## src/rtl/kb_pkg.sv

```systemverilog
// kb_pkg: shared constants for the PS/2 set-2 keyboard front-end.
//   - Decoder FSM state encodings (IDLE, BREAK, EXT, EXT_BREAK).
//   - Scan-code constants for prefixes, modifier keys and resync codes.
//   - ASCII constants and a helper that spots resync/error bytes.
package kb_pkg;

    localparam logic [1:0] ST_IDLE      = 2'd0;
    localparam logic [1:0] ST_BREAK     = 2'd1;
    localparam logic [1:0] ST_EXT       = 2'd2;
    localparam logic [1:0] ST_EXT_BREAK = 2'd3;

    localparam logic [7:0] SC_BREAK    = 8'hF0;
    localparam logic [7:0] SC_EXT      = 8'hE0;
    localparam logic [7:0] SC_LSHIFT   = 8'h12;
    localparam logic [7:0] SC_RSHIFT   = 8'h59;
    localparam logic [7:0] SC_CAPS     = 8'h58;
    localparam logic [7:0] SC_KP_ENTER = 8'h5A;
    localparam logic [7:0] SC_BAT      = 8'hAA;
    localparam logic [7:0] SC_BAT_ERR  = 8'hFC;
    localparam logic [7:0] SC_ERR_LO   = 8'h00;
    localparam logic [7:0] SC_ERR_HI   = 8'hFF;

    localparam logic [6:0] ASCII_CR = 7'h0D;

    // Self-test / error bytes mean the keyboard restarted: resynchronise the decoder.
    function automatic logic is_resync(input logic [7:0] code);
        return (code == SC_BAT) || (code == SC_BAT_ERR) ||
               (code == SC_ERR_LO) || (code == SC_ERR_HI);
    endfunction

endpackage

```

## src/rtl/ps2_ascii_map.sv

```systemverilog
// ps2_ascii_map: combinational PS/2 set-2 make code to 7-bit ASCII lookup.
//   code  in  8  make code (prefixes already stripped)
//   shift in  1  shift held
//   caps  in  1  caps lock active
//   ascii out 7  mapped character, 0 for unmapped codes
// Letters honour shift XOR caps; digits and punctuation honour shift only.
module ps2_ascii_map (
    input  logic [7:0] code,
    input  logic       shift,
    input  logic       caps,
    output logic [6:0] ascii
);

    logic [6:0] lc;      // lowercase letter, 0 if not a letter
    logic [6:0] sym_lo;  // unshifted symbol
    logic [6:0] sym_hi;  // shifted symbol

    always_comb begin
        lc     = 7'h00;
        sym_lo = 7'h00;
        sym_hi = 7'h00;
        case (code)
            8'h1C: lc = 7'h61;  8'h32: lc = 7'h62;  8'h21: lc = 7'h63;  8'h23: lc = 7'h64;
            8'h24: lc = 7'h65;  8'h2B: lc = 7'h66;  8'h34: lc = 7'h67;  8'h33: lc = 7'h68;
            8'h43: lc = 7'h69;  8'h3B: lc = 7'h6A;  8'h42: lc = 7'h6B;  8'h4B: lc = 7'h6C;
            8'h3A: lc = 7'h6D;  8'h31: lc = 7'h6E;  8'h44: lc = 7'h6F;  8'h4D: lc = 7'h70;
            8'h15: lc = 7'h71;  8'h2D: lc = 7'h72;  8'h1B: lc = 7'h73;  8'h2C: lc = 7'h74;
            8'h3C: lc = 7'h75;  8'h2A: lc = 7'h76;  8'h1D: lc = 7'h77;  8'h22: lc = 7'h78;
            8'h35: lc = 7'h79;  8'h1A: lc = 7'h7A;
            8'h16: begin sym_lo = 7'h31; sym_hi = 7'h21; end
            8'h1E: begin sym_lo = 7'h32; sym_hi = 7'h40; end
            8'h26: begin sym_lo = 7'h33; sym_hi = 7'h23; end
            8'h25: begin sym_lo = 7'h34; sym_hi = 7'h24; end
            8'h2E: begin sym_lo = 7'h35; sym_hi = 7'h25; end
            8'h36: begin sym_lo = 7'h36; sym_hi = 7'h5E; end
            8'h3D: begin sym_lo = 7'h37; sym_hi = 7'h26; end
            8'h3E: begin sym_lo = 7'h38; sym_hi = 7'h2A; end
            8'h46: begin sym_lo = 7'h39; sym_hi = 7'h28; end
            8'h45: begin sym_lo = 7'h30; sym_hi = 7'h29; end
            8'h4E: begin sym_lo = 7'h2D; sym_hi = 7'h5F; end
            8'h55: begin sym_lo = 7'h3D; sym_hi = 7'h2B; end
            8'h54: begin sym_lo = 7'h5B; sym_hi = 7'h7B; end
            8'h5B: begin sym_lo = 7'h5D; sym_hi = 7'h7D; end
            8'h5D: begin sym_lo = 7'h5C; sym_hi = 7'h7C; end
            8'h4C: begin sym_lo = 7'h3B; sym_hi = 7'h3A; end
            8'h52: begin sym_lo = 7'h27; sym_hi = 7'h22; end
            8'h41: begin sym_lo = 7'h2C; sym_hi = 7'h3C; end
            8'h49: begin sym_lo = 7'h2E; sym_hi = 7'h3E; end
            8'h4A: begin sym_lo = 7'h2F; sym_hi = 7'h3F; end
            8'h0E: begin sym_lo = 7'h60; sym_hi = 7'h7E; end
            8'h29: begin sym_lo = 7'h20; sym_hi = 7'h20; end
            8'h66: begin sym_lo = 7'h08; sym_hi = 7'h08; end
            8'h0D: begin sym_lo = 7'h09; sym_hi = 7'h09; end
            default: ;
        endcase

        if (lc != 7'h00) begin
            // Lowercase and uppercase differ only in bit 5.
            ascii = {lc[6], lc[5] & ~(shift ^ caps), lc[4:0]};
        end else begin
            ascii = shift ? sym_hi : sym_lo;
        end
    end

endmodule

```

## src/rtl/kb_scan_fifo.sv

```systemverilog
// kb_scan_fifo: PS/2 set-2 scan-code decoder feeding a show-ahead ASCII FIFO.
//   clk, rst_n              clock, asynchronous active-low reset
//   ps2_byte/ps2_byte_valid scan-code byte and one-cycle strobe
//   kb_read_en              pop head entry (one pop per cycle held high)
//   kb_clear                synchronous flush of FIFO and overflow flag
//   kb_status               FIFO non-empty
//   kb_data                 ASCII at head, 0 when empty
//   buf_full, kb_count      full flag and occupancy
//   kb_overflow             sticky, set on any push into a full FIFO
// Parameters: DEPTH (power of two, 2..256), OVERFLOW_MODE (0 drop new, 1 overwrite oldest).
// Build option: define KB_TYPEMATIC_FILTER_EN to suppress auto-repeated make codes.
module kb_scan_fifo
    import kb_pkg::*;
#(
    parameter int unsigned DEPTH         = 16,
    parameter int unsigned OVERFLOW_MODE = 0
) (
    input  logic                     clk,
    input  logic                     rst_n,
    input  logic [7:0]               ps2_byte,
    input  logic                     ps2_byte_valid,
    input  logic                     kb_read_en,
    input  logic                     kb_clear,
    output logic                     kb_status,
    output logic [6:0]               kb_data,
    output logic                     buf_full,
    output logic [$clog2(DEPTH):0]   kb_count,
    output logic                     kb_overflow
);

    localparam int unsigned PTR_W = $clog2(DEPTH);
    localparam int unsigned CNT_W = PTR_W + 1;
    localparam logic [CNT_W-1:0] FULL_CNT = CNT_W'(DEPTH);

    // ---------------- decoder ----------------
    logic [1:0] state_q, state_d;
    logic       shift_q, shift_d;
    logic       caps_q, caps_d;
    logic [6:0] map_ascii;
    logic       push_req;
    logic [6:0] push_char;

    ps2_ascii_map u_map (
        .code  (ps2_byte),
        .shift (shift_q),
        .caps  (caps_q),
        .ascii (map_ascii)
    );

`ifdef KB_TYPEMATIC_FILTER_EN
    logic [7:0] last_make_q, last_make_d;
`endif

    always_comb begin
        state_d   = state_q;
        shift_d   = shift_q;
        caps_d    = caps_q;
        push_req  = 1'b0;
        push_char = map_ascii;
`ifdef KB_TYPEMATIC_FILTER_EN
        last_make_d = last_make_q;
`endif
        if (ps2_byte_valid) begin
            if (is_resync(ps2_byte)) begin
                state_d = ST_IDLE;
                shift_d = 1'b0;
            end else begin
                case (state_q)
                    ST_IDLE: begin
                        if (ps2_byte == SC_BREAK) begin
                            state_d = ST_BREAK;
                        end else if (ps2_byte == SC_EXT) begin
                            state_d = ST_EXT;
                        end else if (ps2_byte == SC_LSHIFT || ps2_byte == SC_RSHIFT) begin
                            shift_d = 1'b1;
                        end else if (ps2_byte == SC_CAPS) begin
                            caps_d = ~caps_q;
                        end else if (map_ascii != 7'h00) begin
`ifdef KB_TYPEMATIC_FILTER_EN
                            if (ps2_byte != last_make_q) begin
                                push_req    = 1'b1;
                                last_make_d = ps2_byte;
                            end
`else
                            push_req = 1'b1;
`endif
                        end
                    end
                    ST_BREAK: begin
                        if (ps2_byte == SC_LSHIFT || ps2_byte == SC_RSHIFT) begin
                            shift_d = 1'b0;
                        end
`ifdef KB_TYPEMATIC_FILTER_EN
                        // Releasing the repeating key re-arms it for the next press.
                        if (ps2_byte == last_make_q) begin
                            last_make_d = 8'h00;
                        end
`endif
                        state_d = ST_IDLE;
                    end
                    ST_EXT: begin
                        if (ps2_byte == SC_BREAK) begin
                            state_d = ST_EXT_BREAK;
                        end else begin
                            state_d = ST_IDLE;
                            if (ps2_byte == SC_KP_ENTER) begin
                                push_req  = 1'b1;
                                push_char = ASCII_CR;
                            end
                        end
                    end
                    default: state_d = ST_IDLE;
                endcase
            end
        end
    end

    // ---------------- FIFO ----------------
    logic [6:0]       mem_q [DEPTH];
    logic [PTR_W-1:0] wr_ptr_q, wr_ptr_d;
    logic [PTR_W-1:0] rd_ptr_q, rd_ptr_d;
    logic [CNT_W-1:0] count_q, count_d;
    logic             ovf_q, ovf_d;
    logic             mem_we;
    logic             full, empty, pop;

    assign full  = (count_q == FULL_CNT);
    assign empty = (count_q == '0);
    assign pop   = kb_read_en && !empty;

    always_comb begin
        wr_ptr_d = wr_ptr_q;
        rd_ptr_d = rd_ptr_q;
        count_d  = count_q;
        ovf_d    = ovf_q;
        mem_we   = 1'b0;
        if (kb_clear) begin
            wr_ptr_d = '0;
            rd_ptr_d = '0;
            count_d  = '0;
            ovf_d    = 1'b0;
        end else if (push_req && pop) begin
            // When full, wr_ptr == rd_ptr: the slot written is the one being popped.
            mem_we   = 1'b1;
            wr_ptr_d = wr_ptr_q + PTR_W'(1);
            rd_ptr_d = rd_ptr_q + PTR_W'(1);
        end else if (push_req && !full) begin
            mem_we   = 1'b1;
            wr_ptr_d = wr_ptr_q + PTR_W'(1);
            count_d  = count_q + CNT_W'(1);
        end else if (push_req) begin
            ovf_d = 1'b1;
            if (OVERFLOW_MODE != 0) begin
                mem_we   = 1'b1;
                wr_ptr_d = wr_ptr_q + PTR_W'(1);
                rd_ptr_d = rd_ptr_q + PTR_W'(1);
            end
        end else if (pop) begin
            rd_ptr_d = rd_ptr_q + PTR_W'(1);
            count_d  = count_q - CNT_W'(1);
        end
    end

    always_ff @(posedge clk) begin
        if (mem_we) begin
            mem_q[wr_ptr_q] <= push_char;
        end
    end

    always_ff @(posedge clk or negedge rst_n) begin
        if (!rst_n) begin
            state_q  <= ST_IDLE;
            shift_q  <= 1'b0;
            caps_q   <= 1'b0;
            wr_ptr_q <= '0;
            rd_ptr_q <= '0;
            count_q  <= '0;
            ovf_q    <= 1'b0;
        end else begin
            state_q  <= state_d;
            shift_q  <= shift_d;
            caps_q   <= caps_d;
            wr_ptr_q <= wr_ptr_d;
            rd_ptr_q <= rd_ptr_d;
            count_q  <= count_d;
            ovf_q    <= ovf_d;
        end
    end

`ifdef KB_TYPEMATIC_FILTER_EN
    always_ff @(posedge clk or negedge rst_n) begin
        if (!rst_n) begin
            last_make_q <= 8'h00;
        end else begin
            last_make_q <= last_make_d;
        end
    end
`endif

    assign kb_status   = !empty;
    assign kb_data     = empty ? 7'h00 : mem_q[rd_ptr_q];
    assign buf_full    = full;
    assign kb_count    = count_q;
    assign kb_overflow = ovf_q;

endmodule

```

## config.mk

```make
export PLATFORM = sky130hd
export DESIGN_NAME = kb_scan_fifo
export DESIGN_NICKNAME = d
export VERILOG_FILES = /design/src/rtl/kb_pkg.sv /design/src/rtl/ps2_ascii_map.sv /design/src/rtl/kb_scan_fifo.sv
export SDC_FILE = /design/constraint.sdc
export NUM_CORES = 1
export LEC_CHECK = 0
export CAP_MARGIN = 40
export CELL_PAD_IN_SITES_DETAIL_PLACEMENT = 1
export CELL_PAD_IN_SITES_GLOBAL_PLACEMENT = 1
export CORE_MARGIN = 2
export CORE_UTILIZATION = 30
export DETAILED_ROUTE_END_ITERATION = 6
export DONT_BUFFER_PORTS = 1
export PLACE_DENSITY = 0.62
export SLEW_MARGIN = 20
export SYNTH_ARGS = -nofsm -noshare
export SYNTH_HDL_FRONTEND = slang
export SYNTH_SLANG_ARGS = --single-unit
```

## constraint.sdc

```tcl
create_clock -name clk -period 3.9 [get_ports clk]
set_clock_uncertainty 0.05 [all_clocks]
set_input_delay 0.195 -clock clk [delete_from_list [all_inputs] [get_ports clk]]
set_output_delay 0.195 -clock clk [all_outputs]
set_load 0.03 [all_outputs]
```

==> impl_metrics.py, run 1 <==
metrics = {
    "yosys": {
        "synth_top_area_cell": "edfxtp_1",
        "synth_area_leaders": "edfxtp_1 (47%), mux4_2 (11%), dfrtp_1 (6.3%)",
        "avgSynthCellArea_sq_um": 13.2,
        "synth_compound_area_frac": 0.0985,
        "ys_types": 85,
        "yosysWarnings": 0,
        "synth_top_family_by_area": "simple AND/OR/NAND/NOR gates",
        "synth_top_cells_by_count": "edfxtp_1 (112), nor2_1 (37), mux4_2 (35)",
        "synth-edff-count": 112,
        "synth.area.mux_share": 0.125,
        "yosysSeqAreaShare": 0.536,
        "synth_flop_cell": "edfxtp_1",
        "synthSimpleGateAreaFrac": 0.172,
        "synth_seq_cells": 130,
        "synth_nets": 563,
        "netlist_area_sq_mm": 0.00711,
        "netlist.area_leader.share": 0.473,
        "async_flop_share": 0.138,
        "netlist_instances": 540,
        "yosysMostFrequentCell": "edfxtp_1",
        "synthAdderAreaFrac": 0.0186,
        "synth-xor-area-share": 0.0111,
    },
    "placed_design": {
        "dp_cells": 843,
        "place_ws_ns": 0.319,
        "place_area_sq_mm": 0.00750,
        "dpl.hpwl_mm": 13.6,
        "gp_congestion": 0.878,
        "port_buffers": 0,
    },
    "power": {
        "total_power_w": 0.00451,
        "power_density_mw_per_mm2": 551,
        "cellLeakagePower_nw": 2.72,
        "vdd_drop_max_v": 0.000319,
    },
    "sta": {
        "period_share": 0.882,
        "setup_slack_ns": 0.459,
        "relSlewSlack": 0.425,
        "tightest_slew_ns": 0.851,
        "tns_ns": 0,
        "finalSetupViolCount": 0,
        "grt_setup_unrepaired": "false",
        "fin_crit_ns": 3.44,
        "hold_violations": 0,
        "fmax_mhz": 291,
        "slew_violations": 0,
    },
    "drt": {
        "routed_via_density": 5.53,
        "drt_first_pass_iters": 4,
        "num_vias": 4877,
        "drtIter0Drc": 437,
        "wl_mm": 20.1,
        "antenna_left": 0,
        "wl_per_cell_um": 22.8,
        "drcViolationCount": 0,
    },
    "die": {
        "die_y_um": 158,
        "rows": 56,
        "initial_core_util": 0.304,
        "die_w_um": 158,
        "design.die.area_sq_mm": 0.0250,
        "coreArea_sq_mm": 0.0234,
        "ios": 28,
    },
    "global_routing": {
        "grt_overflow": 0,
        "grt_max_degree": 42,
        "grt_pass1_vias": 5087,
        "grt_usage": 0.168,
        "grt_pass1_wl_mm": 30.7,
        "antenna_found_initial": 0,
    },
    "final_layout": {
        "register_area_sq_mm": 0.00381,
        "area_growth_pct": 15.0,
        "multi_input_area_sq_mm": 0.00303,
        "layout-drive-gt1-share": 0.231,
        "n_antenna_cell": 0,
        "finalNonFillerCells": 882,
        "fin_nets": 573,
        "fill_cells": 2494,
        "final_area_sq_mm": 0.00818,
    },
    "critical_path": {
        "crit_family": "compound AO/OA/AOI/OAI gates",
        "cpPeakStageDelay_ns": 0.52,
        "crit_required_ns": 4.18,
        "cp-start-kind": "flop",
        "path_cells": "a21oi_2 -> o21ai_1 -> or4b_4 -> a221oi_4 -> a31oi_4 -> nand2b_1 -> ha_1 -> a21o_1 -> a21o_1 -> nor3b_1 -> mux2_2 -> a211oi_2",
        "path_class": "flop to flop",
        "crit_top_cell": "a21o_1",
        "critPathMaxFanout": 8,
        "rrSetupSlack_ns": 0.46,
        "arrival_ns": 3.72,
        "cp_num_buf_inv": 0,
        "slowest_stage": "or4b_4",
        "cp-end-kind": "flop",
    },
    "clocking": {
        "clk_latency_ns": 0.42,
        "clock-root-buffer": "clkbuf_16",
        "postCtsResizedCells": 0,
        "cts_tree": "built",
        "numCtsBuffers": 17,
        "clockBufferDepth": 2,
        "postCtsSetupBuffers": 0,
        "clock-sinks": 130,
        "path_clk_slew_ns": 0.06,
        "htree_levels": 4,
    },
    "worst_hold_path": {
        "hold_class": "primary input to async pin",
    },
    "run": {
        "cap_violations": 0,
    },
    "status": {
        "outcome": "completed",
    },
}
## power by group
group / switching [W] / internal, W / total [W] / leakage (nW)
combinational: 0.000651 / 0.000513 / 0.00116 / 1.16
sequential: 0.000117 / 0.00159 / 0.00171 / 1.27
clock: 0.000627 / 0.00101 / 0.00164 / 0.292
total: 0.00139 / 0.00312 / 0.00451 / 2.72
## registers in the layout (all words and copies together) (netlist names)
| register | count |
|---|---|
| mem_q | 112 |
| shift_q | 1 |
| caps_q | 1 |
| rd_ptr_q | 4 |
| wr_ptr_q | 4 |
| kb_count | 5 |
| state_q | 2 |
| kb_overflow | 1 |
## per-layer routing
metal | track usage | wire, um | vias to the layer above
met4 | 0.0579 | 406 | 0
met2 | 0.277 | 9910 | 152
met1 | 0.219 | 8840 | 2546
met3 | 0.0345 | 919 | 32
li1 | - | - | 2147
met5 | 0 | 0 | -
## cell usage in the layout, fill, tap and decap left out, types with 8 or more instances in the layout
master     instances
a31oi_1            8
nor3_1             8
mux4_2            35
nor2_1            37
edfxtp_1         112
and2_1            10
dfrtp_1           17
ha_1               9
a21oi_1           23
clkbuf_16         17
inv_1              9
nand2b_1          13
nor4_1            10
buf_4             27
o21ai_0           16
nand3_1           18
nor2b_1           16
nand4_1            8
nand2_1           28
## metrics by stage
step           hold slack, ns   util
6_report              0.00701  0.350
5_1_grt               0.00831  0.350
3_3_place_gp           -0.150  0.320
4_1_cts               0.00480  0.349
2_1_floorplan          -0.151      -
3_5_place_dp           -0.150  0.321
## kinds of logic after synthesis
logic type               after synthesis
AO/OA/AOI/OAI                         95
XOR/XNOR                               9
adder cells (fa/ha/maj)               10
buffers and inverters                 53
flip-flops                           130
multiplexers                          42
AND/OR/NAND/NOR                      201
## final timing paths
check                         start           to  depth (start not counted)
max                         shift_q  kb_count[4]                         12
min                           rst_n  kb_count[0]                          1
min in group clk           kb_clear  kb_count[2]                          2
max reg2reg                 shift_q  kb_count[4]                         12
min reg2reg                  caps_q       caps_q                          1
max in group asynchronous     rst_n  rd_ptr_q[0]                          2
## layout make-up
| cell class | count | share of cell area |
|---|---|---|
| clock buffers | 18 | 0.0524 |
| clock inverters | 14 | 0.0216 |
| inverters | 9 | 0.00413 |
| multi-input cells | 357 | 0.370 |
| flip-flops and latches | 130 | 0.466 |
| well taps | 319 | 0.0488 |
| repair buffers | 35 | 0.0364 |
## what timing repair did
| action | CTS | global route |
|---|---|---|
| hold buffers | 6 | 0 |
| endpoints found under the setup margin | 0 | 0 |
| endpoints found under the hold margin | 35 | 0 |
Power figures use the tool's default switching activity.
==> run 2: changes to the inputs <==
clock period = 3.55 ns   (was 3.9 ns; I/O delays follow)
==> impl_metrics.py, run 2 (synthesis results as in run 1) <==
metrics = {
    "status": {
        "outcome": "completed",
    },
    "clocking": {
        "path_clk_slew_ns": 0.06,
        "postCtsResizedCells": 0,
        "cts_tree": "built",
        "htree_levels": 4,
        "postCtsSetupBuffers": 0,
        "clk_latency_ns": 0.41,
        "numCtsBuffers": 17,
        "clockBufferDepth": 2,
        "cts_hold_buf": 7,
        "clock-sinks": 130,
        "clock-root-buffer": "clkbuf_16",
    },
    "sta": {
        "setup_slack_ns": 0.335,
        "grt_setup_unrepaired": "false",
        "slew_violations": 0,
        "period_share": 0.906,
        "fmax_mhz": 311,
        "relSlewSlack": 0.502,
        "fin_crit_ns": 3.22,
        "finalSetupViolCount": 0,
        "hold_violations": 0,
        "tightest_slew_ns": 0.745,
        "hold_slack_ns": 0.0164,
    },
    "die": {
        "rows": 56,
        "coreArea_sq_mm": 0.0234,
        "die_w_um": 158,
        "design.die.area_sq_mm": 0.0250,
        "initial_core_util": 0.304,
        "ios": 28,
        "die_y_um": 158,
    },
    "run": {
        "cap_violations": 0,
    },
    "global_routing": {
        "grt_overflow": 0,
        "antenna_found_initial": 0,
        "grt_max_degree": 42,
        "grtUsageMet2": 0.276,
        "grt.busiest_layer": "met2",
        "use_met3": 0.0353,
        "grt_pass1_wl_mm": 29.9,
        "grt_usage": 0.161,
        "use_met1": 0.206,
        "grt_pass1_vias": 5127,
    },
    "critical_path": {
        "cp-start-kind": "flop",
        "crit_required_ns": 3.83,
        "arrival_ns": 3.49,
        "critPathMaxFanout": 3,
        "ff2ff_path_depth": 12,
        "path_class": "flop to flop",
        "cp-end-kind": "flop",
    },
    "final_layout": {
        "fin_nets": 585,
        "regMostFlops": "mem_q",
        "largest_reg_flops": 112,
        "final_cell_mix": "edfxtp_1 (112), buf_4 (38), nor2_1 (37)",
        "area_growth_pct": 15.7,
        "mostFrequentLayoutCell": "edfxtp_1",
        "layout-drive-gt1-share": 0.242,
        "n_antenna_cell": 0,
        "finalNonFillerCells": 894,
    },
    "drt": {
        "wl_per_cell_um": 21.4,
        "num_vias": 4819,
        "drt_first_pass_iters": 5,
        "drcViolationCount": 0,
        "antenna_left": 0,
        "wl_mm": 19.1,
        "routed_via_density": 5.39,
        "drtIter0Drc": 393,
    },
    "placed_design": {
        "dp_cells": 854,
        "dpl.hpwl_mm": 13.2,
        "port_buffers": 0,
        "place_ws_ns": -0.0908,
        "gp_congestion": 0.938,
    },
    "power": {
        "cellLeakagePower_nw": 2.75,
        "vdd_drop_max_v": 0.000295,
        "power_density_mw_per_mm2": 582,
    },
    "worst_hold_path": {
        "hold_class": "primary input to async pin",
    },
}
==> run 2: changes by cell type in the layout (fill, tap and decap cells not counted), sizes merged <==
cell         change
buf             +11
inv              -2
dlygate4sd3      +1
bufinv           -2
clkinvlp         +1
clkinv           +4
clkbuf           -1
==> run 2: layer usage <==
metal,share of wire,routed length [um]
met4,0.015,286
met2,0.51,9690
met1,0.44,8470
met5,0,0
met3,0.036,687
==> run 2: worst paths after layout <==
path                          start  slack, ns           to
setup / recovery            shift_q       0.33  kb_count[4]
min in group clk           kb_clear       0.07  wr_ptr_q[2]
max in group asynchronous     rst_n       3.04  rd_ptr_q[0]
hold reg to reg              caps_q       0.46       caps_q
setup reg to reg            shift_q       0.33  kb_count[4]
hold / removal                rst_n       0.02  kb_count[4]
==> run 2: worst max-delay path, cell delays in order (launching register included) <==
cell      delay [ns]
dfrtp_1         0.39
a21oi_2         0.16
o21ai_1         0.11
or4b_4          0.51
a221oi_4        0.35
a31oi_4         0.13
nand2b_1        0.18
ha_1            0.27
a21o_1          0.16
a21o_1          0.19
nor3b_1         0.14
mux2_2          0.27
a211oi_2        0.21
==> run 2: power by group <==
group / internal, W / switching (W) / leakage, nW
clock: 0.000965 / 0.000669 / 0.263
combinational: 0.000565 / 0.000704 / 1.22
sequential: 0.00175 / 0.000140 / 1.27
==> run 2: final cells by class <==
class,count,area [sq um]
well taps,319,399
repair buffers,47,390
clock inverters,15,134
inverters,9,33.8
multi-input cells,357,3030
flip-flops and latches,130,3810
clock buffers,17,425
fillers,2504,15200
==> run 2: through the flow <==
stage / TNS (ns) / cell area, sq um / utilization / power, W
3_5_place_dp: -0.0908 / 7580 / 0.324 / 0.00320
3_3_place_gp: -0.0766 / 7580 / 0.324 / 0.00316
6_report: 0 / 8230 / 0.352 / 0.00479
5_1_grt: 0 / 8230 / 0.352 / 0.00501
2_1_floorplan: 0 / 7110 / - / 0.00290
4_1_cts: 0 / 8210 / 0.351 / 0.00486
